$ cat config.mk
export PLATFORM = sky130hd
export DESIGN_NAME = hit_judge_nch
export DESIGN_NICKNAME = d
export VERILOG_FILES = /design/src/rtl/hit_judge_nch.sv
export SDC_FILE = /design/constraint.sdc
export NUM_CORES = 1
export LEC_CHECK = 0
export CORE_UTILIZATION = 43
export DETAILED_ROUTE_END_ITERATION = 8
export PLACE_DENSITY = 0.84
export SLEW_MARGIN = 0
export SYNTH_ARGS = -nofsm -noshare
export SYNTH_HDL_FRONTEND = slang
export SYNTH_SLANG_ARGS = --single-unit
$ cat constraint.sdc
create_clock -name clk -period 1.1 [get_ports clk]
set_clock_uncertainty 0.1 [all_clocks]
set_input_delay 0.165 -clock clk [delete_from_list [all_inputs] [get_ports clk]]
set_output_delay 0.165 -clock clk [all_outputs]
set_load 0.01 [all_outputs]
$ cat src/rtl/hit_judge_nch.sv
// -----------------------------------------------------------------------------
// hit_judge_nch
//   Multi-channel whack-a-mole hit judge. Each mole channel has its own
//   small FSM (IDLE -> ARMED -> PRIMED -> SPENT). A channel is armed when its
//   LED lights. It is primed by a later toggle of its switch. A hammer press
//   then commits a hit on every primed channel at once.
//   A hammer press with nothing primed is reported as a miss. A switch toggle
//   on a dark channel is reported as stray.
//
// Optional feature (macro HIT_JUDGE_REACTION_TIME_EN):
//   A shared prescaler produces a 1 ms tick. Each channel keeps a saturating
//   reaction-time counter while ARMED/PRIMED. On a hit, rt_ms carries the
//   count of the lowest-index hit channel. With the macro undefined,
//   rt_valid and rt_ms are tied to 0.
//
// Ports:
//   clk, rst_n    system clock, synchronous active-low reset
//   enable        game-running qualifier
//   mole_led      LED vector, clk domain
//   sw_raw        raw asynchronous switches, one per LED
//   hammer_pulse  debounced single-cycle hammer press
//   hit_vec       1-cycle pulse, channels hit
//   hit_pulse     1-cycle pulse, OR of hit_vec
//   miss_pulse    1-cycle pulse, hammer with no primed channel
//   stray_pulse   1-cycle pulse, switch edge on a dark channel
//   primed_vec    level, channels currently PRIMED
//   rt_valid      1-cycle pulse alongside hit_pulse (feature only)
//   rt_ms         reaction time in ms, held until the next hit (feature only)
// -----------------------------------------------------------------------------
module hit_judge_nch #(
    parameter int NUM_CH      = 5,
    parameter int SYNC_STAGES = 2,
    parameter int RT_WIDTH    = 12,
    parameter int RT_PRESCALE = 100000
) (
    input  logic                clk,
    input  logic                rst_n,
    input  logic                enable,
    input  logic [NUM_CH-1:0]   mole_led,
    input  logic [NUM_CH-1:0]   sw_raw,
    input  logic                hammer_pulse,
    output logic [NUM_CH-1:0]   hit_vec,
    output logic                hit_pulse,
    output logic                miss_pulse,
    output logic                stray_pulse,
    output logic [NUM_CH-1:0]   primed_vec,
    output logic                rt_valid,
    output logic [RT_WIDTH-1:0] rt_ms
);

    typedef enum logic [1:0] {
        ST_IDLE   = 2'd0,
        ST_ARMED  = 2'd1,
        ST_PRIMED = 2'd2,
        ST_SPENT  = 2'd3
    } ch_state_t;

    // ---------------- switch synchroniser and edge detect ----------------
    logic [SYNC_STAGES-1:0][NUM_CH-1:0] r_sync;
    logic [NUM_CH-1:0]                  r_sw_prev;
    logic [NUM_CH-1:0]                  r_led_prev;
    logic [NUM_CH-1:0]                  w_sw_s;
    logic [NUM_CH-1:0]                  w_edge;
    logic [NUM_CH-1:0]                  w_rise;

    always_ff @(posedge clk) begin
        if (!rst_n) begin
            r_sync     <= '0;
            r_sw_prev  <= '0;
            r_led_prev <= '0;
        end else begin
            r_sync[0] <= sw_raw;
            for (int s = 1; s < SYNC_STAGES; s++) begin
                r_sync[s] <= r_sync[s-1];
            end
            r_sw_prev  <= w_sw_s;
            r_led_prev <= mole_led;
        end
    end

    assign w_sw_s = r_sync[SYNC_STAGES-1];
    assign w_edge = w_sw_s ^ r_sw_prev;      // both polarities count
    assign w_rise = mole_led & ~r_led_prev;

    // r_live is low only on the first clock after reset release. Pulses are
    // masked on that clock so that a release never produces a spurious event.
    logic r_live;

    // ---------------- per-channel FSMs ----------------
    logic [NUM_CH-1:0]                w_primed;     // current state == PRIMED
    logic [NUM_CH-1:0]                w_nxt_primed; // next state == PRIMED
    logic [NUM_CH-1:0]                w_hit;
    logic [NUM_CH-1:0][RT_WIDTH-1:0]  w_rt_all;

`ifdef HIT_JUDGE_REACTION_TIME_EN
    localparam int PW = (RT_PRESCALE > 1) ? $clog2(RT_PRESCALE) : 1;
    logic [PW-1:0] r_presc;
    logic          w_ms_tick;

    // Free-running prescaler. It is not tied to any channel, so any window
    // of N*RT_PRESCALE clocks contains exactly N ticks.
    always_ff @(posedge clk) begin
        if (!rst_n) begin
            r_presc <= '0;
        end else if (w_ms_tick) begin
            r_presc <= '0;
        end else begin
            r_presc <= r_presc + {{(PW-1){1'b0}}, 1'b1};
        end
    end

    assign w_ms_tick = (r_presc == PW'(RT_PRESCALE - 1));
`endif

    for (genvar g = 0; g < NUM_CH; g++) begin : g_ch
        ch_state_t r_state;
        ch_state_t w_nxt;

        always_ff @(posedge clk) begin
            if (!rst_n) r_state <= ST_IDLE;
            else        r_state <= w_nxt;
        end

        // A dark LED or a disabled game drops the channel to IDLE. A hammer in
        // the same cycle that a PRIMED LED goes dark still scores, because
        // w_hit looks at the current state, not the next one.
        always_comb begin
            w_nxt = r_state;
            if (!enable || !mole_led[g]) begin
                w_nxt = ST_IDLE;
            end else begin
                case (r_state)
                    ST_IDLE:   if (w_rise[g])     w_nxt = ST_ARMED;  // edge on rise is ignored
                    ST_ARMED:  if (w_edge[g])     w_nxt = ST_PRIMED;
                    ST_PRIMED: if (hammer_pulse)  w_nxt = ST_SPENT;
                    ST_SPENT:                     w_nxt = ST_SPENT;
                    default:                      w_nxt = ST_IDLE;
                endcase
            end
        end

        assign w_primed[g]     = (r_state == ST_PRIMED);
        assign w_nxt_primed[g] = (w_nxt == ST_PRIMED);
        assign w_hit[g]        = r_live & enable & hammer_pulse & (r_state == ST_PRIMED);

`ifdef HIT_JUDGE_REACTION_TIME_EN
        logic [RT_WIDTH-1:0] r_rt;

        always_ff @(posedge clk) begin
            if (!rst_n || !enable) begin
                r_rt <= '0;
            end else if (w_nxt == ST_ARMED && r_state != ST_ARMED) begin
                r_rt <= '0;
            end else if (w_ms_tick && (r_state == ST_ARMED || r_state == ST_PRIMED)
                         && (r_rt != {RT_WIDTH{1'b1}})) begin
                r_rt <= r_rt + {{(RT_WIDTH-1){1'b0}}, 1'b1};
            end
        end

        assign w_rt_all[g] = r_rt;
`else
        assign w_rt_all[g] = '0;
`endif
    end

    // ---------------- registered event outputs ----------------
    logic [NUM_CH-1:0] r_hit_vec;
    logic              r_hit_pulse;
    logic              r_miss;
    logic              r_stray;
    logic [NUM_CH-1:0] r_primed;

    always_ff @(posedge clk) begin
        if (!rst_n) begin
            r_live      <= 1'b0;
            r_hit_vec   <= '0;
            r_hit_pulse <= 1'b0;
            r_miss      <= 1'b0;
            r_stray     <= 1'b0;
            r_primed    <= '0;
        end else begin
            r_live      <= 1'b1;
            r_hit_vec   <= w_hit;
            r_hit_pulse <= |w_hit;
            r_miss      <= r_live & enable & hammer_pulse & ~(|w_primed);
            r_stray     <= r_live & enable & (|(w_edge & ~mole_led & ~w_rise));
            r_primed    <= w_nxt_primed;
        end
    end

    assign hit_vec     = r_hit_vec;
    assign hit_pulse   = r_hit_pulse;
    assign miss_pulse  = r_miss;
    assign stray_pulse = r_stray;
    assign primed_vec  = r_primed;

    // ---------------- reaction-time report ----------------
`ifdef HIT_JUDGE_REACTION_TIME_EN
    logic [RT_WIDTH-1:0] w_rt_sel;
    logic                r_rt_valid;
    logic [RT_WIDTH-1:0] r_rt_ms;

    // Scan downwards so that the lowest-index hit channel wins.
    always_comb begin
        w_rt_sel = '0;
        for (int i = NUM_CH - 1; i >= 0; i--) begin
            if (w_hit[i]) w_rt_sel = w_rt_all[i];
        end
    end

    always_ff @(posedge clk) begin
        if (!rst_n) begin
            r_rt_valid <= 1'b0;
            r_rt_ms    <= '0;
        end else begin
            r_rt_valid <= |w_hit;
            if (|w_hit) r_rt_ms <= w_rt_sel;
        end
    end

    assign rt_valid = r_rt_valid;
    assign rt_ms    = r_rt_ms;
`else
    logic w_rt_unused;
    assign w_rt_unused = |w_rt_all;
    assign rt_valid    = 1'b0;
    assign rt_ms       = '0;
`endif

endmodule

After elaboration in Yosys (flattened, before gate mapping):

Index checks and enable logic that the tools add are counted.

* bits in registers: 44
* output and inout bits: 26
* input port bits: 14
* word-level logic and storage cells: 97

* equality and inequality tests: 20
* muxes and demuxes: 26
* reduce and logical (&&, ||, !) cells: 19
* bitwise gates (word level): 17

Operators with widths (number)
* 2-bit two-way mux: 20
* 2-bit case mux with 4 select lines: 5
* 2-bit equality test, second input constant: 15
* 5-bit AND: 3
* 5-bit inverter: 3
* 5-bit OR reduction: 3
* 2-bit by 1-bit equality test with 1-bit output, second input constant: 5
* 2-bit zero test: 5
* 1-bit AND: 9
* 1-bit zero test: 6
* 1-bit logical OR: 5
* 5-bit XOR: 1
* 1-bit two-way mux: 1
* 1-bit inverter: 1

Logic depth before layout (Yosys ltp):

Gate-level depths: netlist of the first run.

* depth in word-level cells: 6
* mapped depth: 4
* mapped depth without buffers: 3

Worst setup path before layout of the first run:

No wires, ideal clock.

* path type: register -> register
* from: register r_sw_prev[1]
* to: register r_stray, in the netlist stray_pulse
* setup time: 126 ps
* buffers on the path: 0
* path slack: 13 ps
* clock period less this slack: 1087 ps
* stages on the path, launching flop included: 4
* arrival time: 861 ps
* data required time: 874 ps
* cells stage by stage: dfxtp_1 -> xor2_1 -> a222oi_1 -> a21oi_1

* longest elaborated chain between the ends: 5

RTL lines
* start, declared: RTL line 60 `logic [NUM_CH-1:0] r_sw_prev;`
* start signal, assigned: RTL line 76 `r_sw_prev <= w_sw_s;`
* 5-bit XOR: RTL line 82 `assign w_edge = w_sw_s ^ r_sw_prev;`
* 5-bit AND (2 in a row): RTL line 186 `r_stray <= r_live & enable & (|(w_edge & ~mole_led & ~w_rise));`
* 5-bit OR reduction: RTL line 186
* 1-bit AND: RTL line 186
* end signal, assigned: RTL line 186
* end, declared: RTL line 170 `logic r_stray;`

Every way passes these cells.
A chain may end at the register's enable or synchronous reset.

Final worst setup path of the first run:

Same ends and word-level chain as after synthesis.

==> results of run 1 <==
## flip-flops by register name, indices dropped and copies added (netlist names)
name	count
hit_vec	5
miss_pulse	1
hit_pulse	1
primed_vec	5
r_sw_prev	5
r_live	1
g_ch.r_state	10
stray_pulse	1
w_sw_s	5
r_sync	5
r_led_prev	5
## per-layer routing
metal  global-route usage  wire length [um]
met5                    0                 0
met4               0.1108                75
met3              0.04529               179
met2               0.2713              1357
met1               0.1806              1217
## power groups by stage
stage | combinational, mW | sequential, mW | clock [mW]
finish | 0.253 | 1.66 | 1.01
detailed placement | 0.241 | 1.69 | 0
floorplan | 0.155 | 1.69 | 0
global route | 0.278 | 1.66 | 1.14
CTS | 0.244 | 1.65 | 1.04
global placement | 0.237 | 1.69 | 0
## through the flow
stage               instances  total power [mW]  setup TNS [ps]
finish                    252             2.915          -97.17
CTS                       252             2.935          -132.5
global placement          244             1.924           -8559
global route              252             3.076          -143.3
detailed placement        244             1.930           -8983
floorplan                 172             1.843               0
## final timing paths
check	startpoint	endpoint	slack [ps]	cells past startpoint
max	r_sw_prev[1]	stray_pulse	-70	3
min	mole_led[2]	r_led_prev[2]	130	3
max reg2reg	r_sw_prev[1]	stray_pulse	-70	3
min reg2reg	r_sync[3]	w_sw_s[3]	330	1
## repair_timing
| action | CTS | global route |
|---|---|---|
| pin swaps | 3 | 3 |
| resized for setup | 42 | 34 |
| endpoints found under the setup margin | 20 | 27 |
## cell type report
| cell class | count | area, um^2 |
|---|---|---|
| fill | 290 | 1336 |
| clock buffer | 8 | 90.09 |
| tap | 46 | 57.56 |
| multi-input combinational | 102 | 710.7 |
| timing repair buffer | 43 | 345.3 |
| sequential | 44 | 894.6 |
| inverter | 9 | 33.78 |
## synth_stat cells (all sizes together)
| library cell | n |
|---|---|
| a311oi | 2 |
| or2 | 1 |
| nor2 | 13 |
| nand3 | 1 |
| o21a | 1 |
| a31oi | 4 |
| mux2i | 1 |
| a22oi | 1 |
| a21oi | 10 |
| buf | 15 |
| and2 | 21 |
| nand2b | 7 |
| clkbuf | 2 |
| dfxtp | 44 |
| conb | 1 |
| and4b | 1 |
| and3 | 1 |
| o31a | 2 |
| nor3b | 5 |
| xor2 | 5 |
| o2111a | 2 |
| a222oi | 1 |
| nor3 | 1 |
| nand2 | 7 |
| nand3b | 1 |
| inv | 9 |
| o221ai | 1 |
## kinds of logic after synthesis
group	count (synthesis)	synth area share
other	1	0.002318
AOI/OAI and AO/OA	24	0.1067
muxes	1	0.006187
xor gates and xnor gates	5	0.02707
DFF	44	0.5445
and+or+nand+nor	59	0.2135
buffers and inverters	26	0.09977
## critical path, stage by stage, from the launching register on
cell      delay (ps)
dfxtp_2          330
xor2_2           180
a222oi_1         350
a21oi_1          100
==> impl_metrics.ini, run 1 <==
[routing]
totalWireLength_um = 2829
post_drt_wl_per_cell_um = 11.23
vias_per_cell = 4.619
vias = 1164
final_antenna_net_count = 0
drtPass1Iterations = 5
drt_iter0_drc = 50
drt_drc_violations_left = 0

[timing]
fin_crit_sh = 1.066
rsz0062_at_grt = true
final-max-slew-violation-count = 0
setup_viol = 2
hold_viol = 0
holdWs_ps = 133.3
period_minus_slack_ps = 1172
timing.final.ws_setup_ps = -72.14
max_freq_mhz = 853.1

[clocking]
numClockSinks = 44
cts-root-buf = clkbuf_8
worstSkewPairLatency_ps = 290
cts_inserted_buffers = 5
clkTransAtPathRegs_ps = 80
post_cts_buffers = 0
cts_hold_buf = 0
cts_tree = yes
htree_num_levels = 2
clk_path_buf_depth = 2

[grt]
grt_max_degree = 14
antenna_found_initial = 0
grt_usage = 0.1637
grt_pass1_vias = 1133
grt_pass1_wl_um = 4864
grt_overflow = 0

[placement]
hpwlAfterDp_um = 2014
portBuffers = 26
placed_area_um2 = 1993
gp_congestion = 0.7783
dp_slack_ps = -313.6

[power]
pwr-share-comb = 0.087
ir_worst_vdd_mv = 0.7937
power_density_nw_per_um2 = 1367
p_clk_frac = 0.345
sw_frac_of_total = 0.2172
p_seq_frac = 0.568
p_sw_uw = 633.1
p_leak_nw = 0.9095
p_int_mw = 2.282

[setup_path]
cp.required_ps = 1170
cp_max_fo = 2
worstPathArrival_ps = 1240
cp-start-kind = flip-flop
cp-end-kind = flip-flop
worst-setup-path-type = reg2reg

[run_status]
status = finished with violations
violations = setup timing

[synthesis]
synth_warnings = 0
ys_seq_area_frac = 0.5445
syn-mean-instance-area_um2 = 10.11
synth_top_area_frac = 0.5445
yosys-top-cells-area = dfxtp_1 54%, and2_1 7.7%, buf_4 6.5%
synth_largest_area_cell = dfxtp_1
syn_inst = 160
syn_area_um2 = 1618
synth_cell_types = 31
ys_ff_latch = 44

[floorplan]
fp-row-count = 21
die_area_um2 = 4011
initial_utilization = 0.4665
die_h_um = 63.34
die_x_um = 63.34
coreArea_um2 = 3468
io_pins = 40

[finish]
drive_gt1_frac = 0.3010
antenna_cells = 0
final_util = 0.6147
postLayoutCellArea_um2 = 2132
layout_commonest_cell = dfxtp_1
syn2layout_area_growth_pct = 31.79
most-common-layout-cells = 35 x dfxtp_1, 20 x and2_1, 15 x buf_4
fin_nets = 219

[worst_hold_path]
hold_class = in2reg

[flow_run]
max_cap_violations = 0
Power figures use the tool's default switching activity.
==> inputs of run 2 (changes only) <==
CAP_MARGIN = 20   (was not set)
==> results of run 2 <==
Final layout, timing and power as in run 1 (identical DEF).
==> inputs of run 3 (changes only) <==
PLACE_DENSITY = 0.77   (was 0.84)
==> run 3 against run 2 <==
- the run still ends with setup timing left
- sequential share of layout area rose by 1.5 points
- critical path depth did not move
- first-iteration DRC count rose by 54%
- count of clock-buffer cells in the layout fell by 1
- design area fell by 3.5%
- non-clock buffer count fell by 6
- core utilization fell by 2.2 points
- via count fell by 0.26%
- final cell count fell by 2.8%
- maximum frequency fell by 1.4%
- sequential cell count did not move
- power rose by 0.57%
==> impl_metrics.ini, run 3 (synthesis results as in run 1) <==
[setup_path]
r2r-start = r_sw_prev[1]
cp-start-kind = flip-flop
worst-path-buf-inv = 0
cp-startpoint = r_sw_prev[1]
path_delay_family = compound AO/OA/AOI/OAI gates
critical_path.endpoint = stray_pulse
worstSetupPathDepth = 3
critPathSlowestCell = a222oi_1
r2r_slack_ps = -90
worstPathArrival_ps = 1250
cp.required_ps = 1160
cp-end-kind = flip-flop
max_stage_delay_ps = 340
path_cells = xor2_2, a222oi_1, a21oi_1
cp_max_fo = 3
reg2reg_depth = 3
worst-setup-path-type = reg2reg
r2r_end = stray_pulse

[timing]
setup_tns_ps = -88.43
period_minus_slack_ps = 1188
timing.final.ws_setup_ps = -88.43
rsz0062_at_grt = true
final-max-slew-violation-count = 0
fin_crit_sh = 1.080
setup_viol = 1
hold_viol = 0
max_freq_mhz = 841.4

[clocking]
clkTransAtPathRegs_ps = 70
htree_num_levels = 2
worstSkewPairLatency_ps = 290
cts-root-buf = clkbuf_8
clk_path_buf_depth = 2
numClockSinks = 44
cts_inserted_buffers = 5
cts_tree = yes

[placement]
portBuffers = 26
dp_cells = 236
hpwlAfterDp_um = 2044
gp_congestion = 0.8379

[finish]
layout.cells.non_filler = 245
most-common-layout-cells = 34 x dfxtp_1, 20 x and2_1, 13 x nor2_1, 13 x conb_1
layout_commonest_cell = dfxtp_1
syn2layout_area_growth_pct = 27.15
largest_reg_flops = 10
fill_cells = 319
fin_nets = 213
drive_gt1_frac = 0.2864
antenna_cells = 0
regMostFlops = g_ch.r_state

[worst_hold_path]
hp-start = mole_led[4]
hold_class = in2reg

[run_status]
status = finished with violations
violations = setup timing

[floorplan]
initial_utilization = 0.4665
die_h_um = 63.34
die_x_um = 63.34
io_pins = 40
fp-row-count = 21
coreArea_um2 = 3468
die_area_um2 = 4011

[grt]
antenna_found_initial = 0
grt_pass1_vias = 1064
grt_overflow = 0
grt_pass1_wl_um = 4899
grt_usage = 0.1623
grt_max_degree = 23

[routing]
drt_iter0_drc = 77
final_antenna_net_count = 0
drt_drc_violations_left = 0
totalWireLength_um = 2982
vias = 1161
drtPass1Iterations = 4
post_drt_wl_per_cell_um = 12.17
vias_per_cell = 4.739

[power]
p_leak_nw = 0.8582
power_mw = 2.931
power_density_nw_per_um2 = 1425
ir_worst_vdd_mv = 1.053

[flow_run]
max_cap_violations = 0
## run 3: where the power goes
| group | switching [mW] | internal [mW] |
|---|---|---|
| logic | 0.113 | 0.116 |
| clock network | 0.485 | 0.559 |
| registers | 0.0231 | 1.64 |
| total | 0.621 | 2.31 |
## run 3: timing repair
item                                    4_1_cts  5_1_grt
pin swaps                                     5        5
endpoints found under the setup margin       22       22
gates resized for setup                      50       24
cloned                                        1        0
setup buffers                                 0        1
hold buffers                                  0        0
## run 3: final cells by class
class / count / area [um^2] / share of cell area
multi-input combinational: 102 / 693.2 / 0.3370
sequential: 44 / 893.4 / 0.4343
tap: 46 / 57.56 / 0.02798
clock buffer: 7 / 96.34 / 0.04684
inverter: 9 / 33.78 / 0.01642
timing repair buffer: 37 / 282.8 / 0.1375
## run 3: layer usage
| metal | global-route usage | vias up | share of wire |
|---|---|---|---|
| met5 | 0 | - | 0 |
| met4 | 0.06534 | 0 | 0.014 |
| met3 | 0.05978 | 6 | 0.064 |
| met2 | 0.2633 | 38 | 0.49 |
| met1 | 0.1925 | 545 | 0.43 |
| li1 | - | 572 | - |
## run 3: worst reg2reg max path, delay by kind of cell, from the launching register on
family / cells / cell delay (ps)
flops: 1 / 330
compound gates: 2 / 450
xor+xnor: 1 / 190
## run 3: how the worst min path moves through the flow
stage | to | cells after the start
3_5_place_dp | w_sw_s[2] | 1
3_3_place_gp | w_sw_s[1] | 1
5_1_grt | r_led_prev[4] | 3
2_1_floorplan | r_live | 0
6_report | r_led_prev[4] | 3
4_1_cts | r_led_prev[2] | 3
## run 3: per-stage QoR
stage | utilization | instance area, um^2 | hold slack [ps] | setup WS (ps)
detailed placement | 0.5538 | 1921 | 316.9 | -344.7
CTS | 0.5996 | 2079 | 225.0 | -73.16
global route | 0.5931 | 2057 | 171.5 | -160.7
global placement | 0.5538 | 1921 | 315.0 | -292.3
finish | 0.5931 | 2057 | 165.0 | -88.43
floorplan | - | 1663 | 92.72 | 12.54
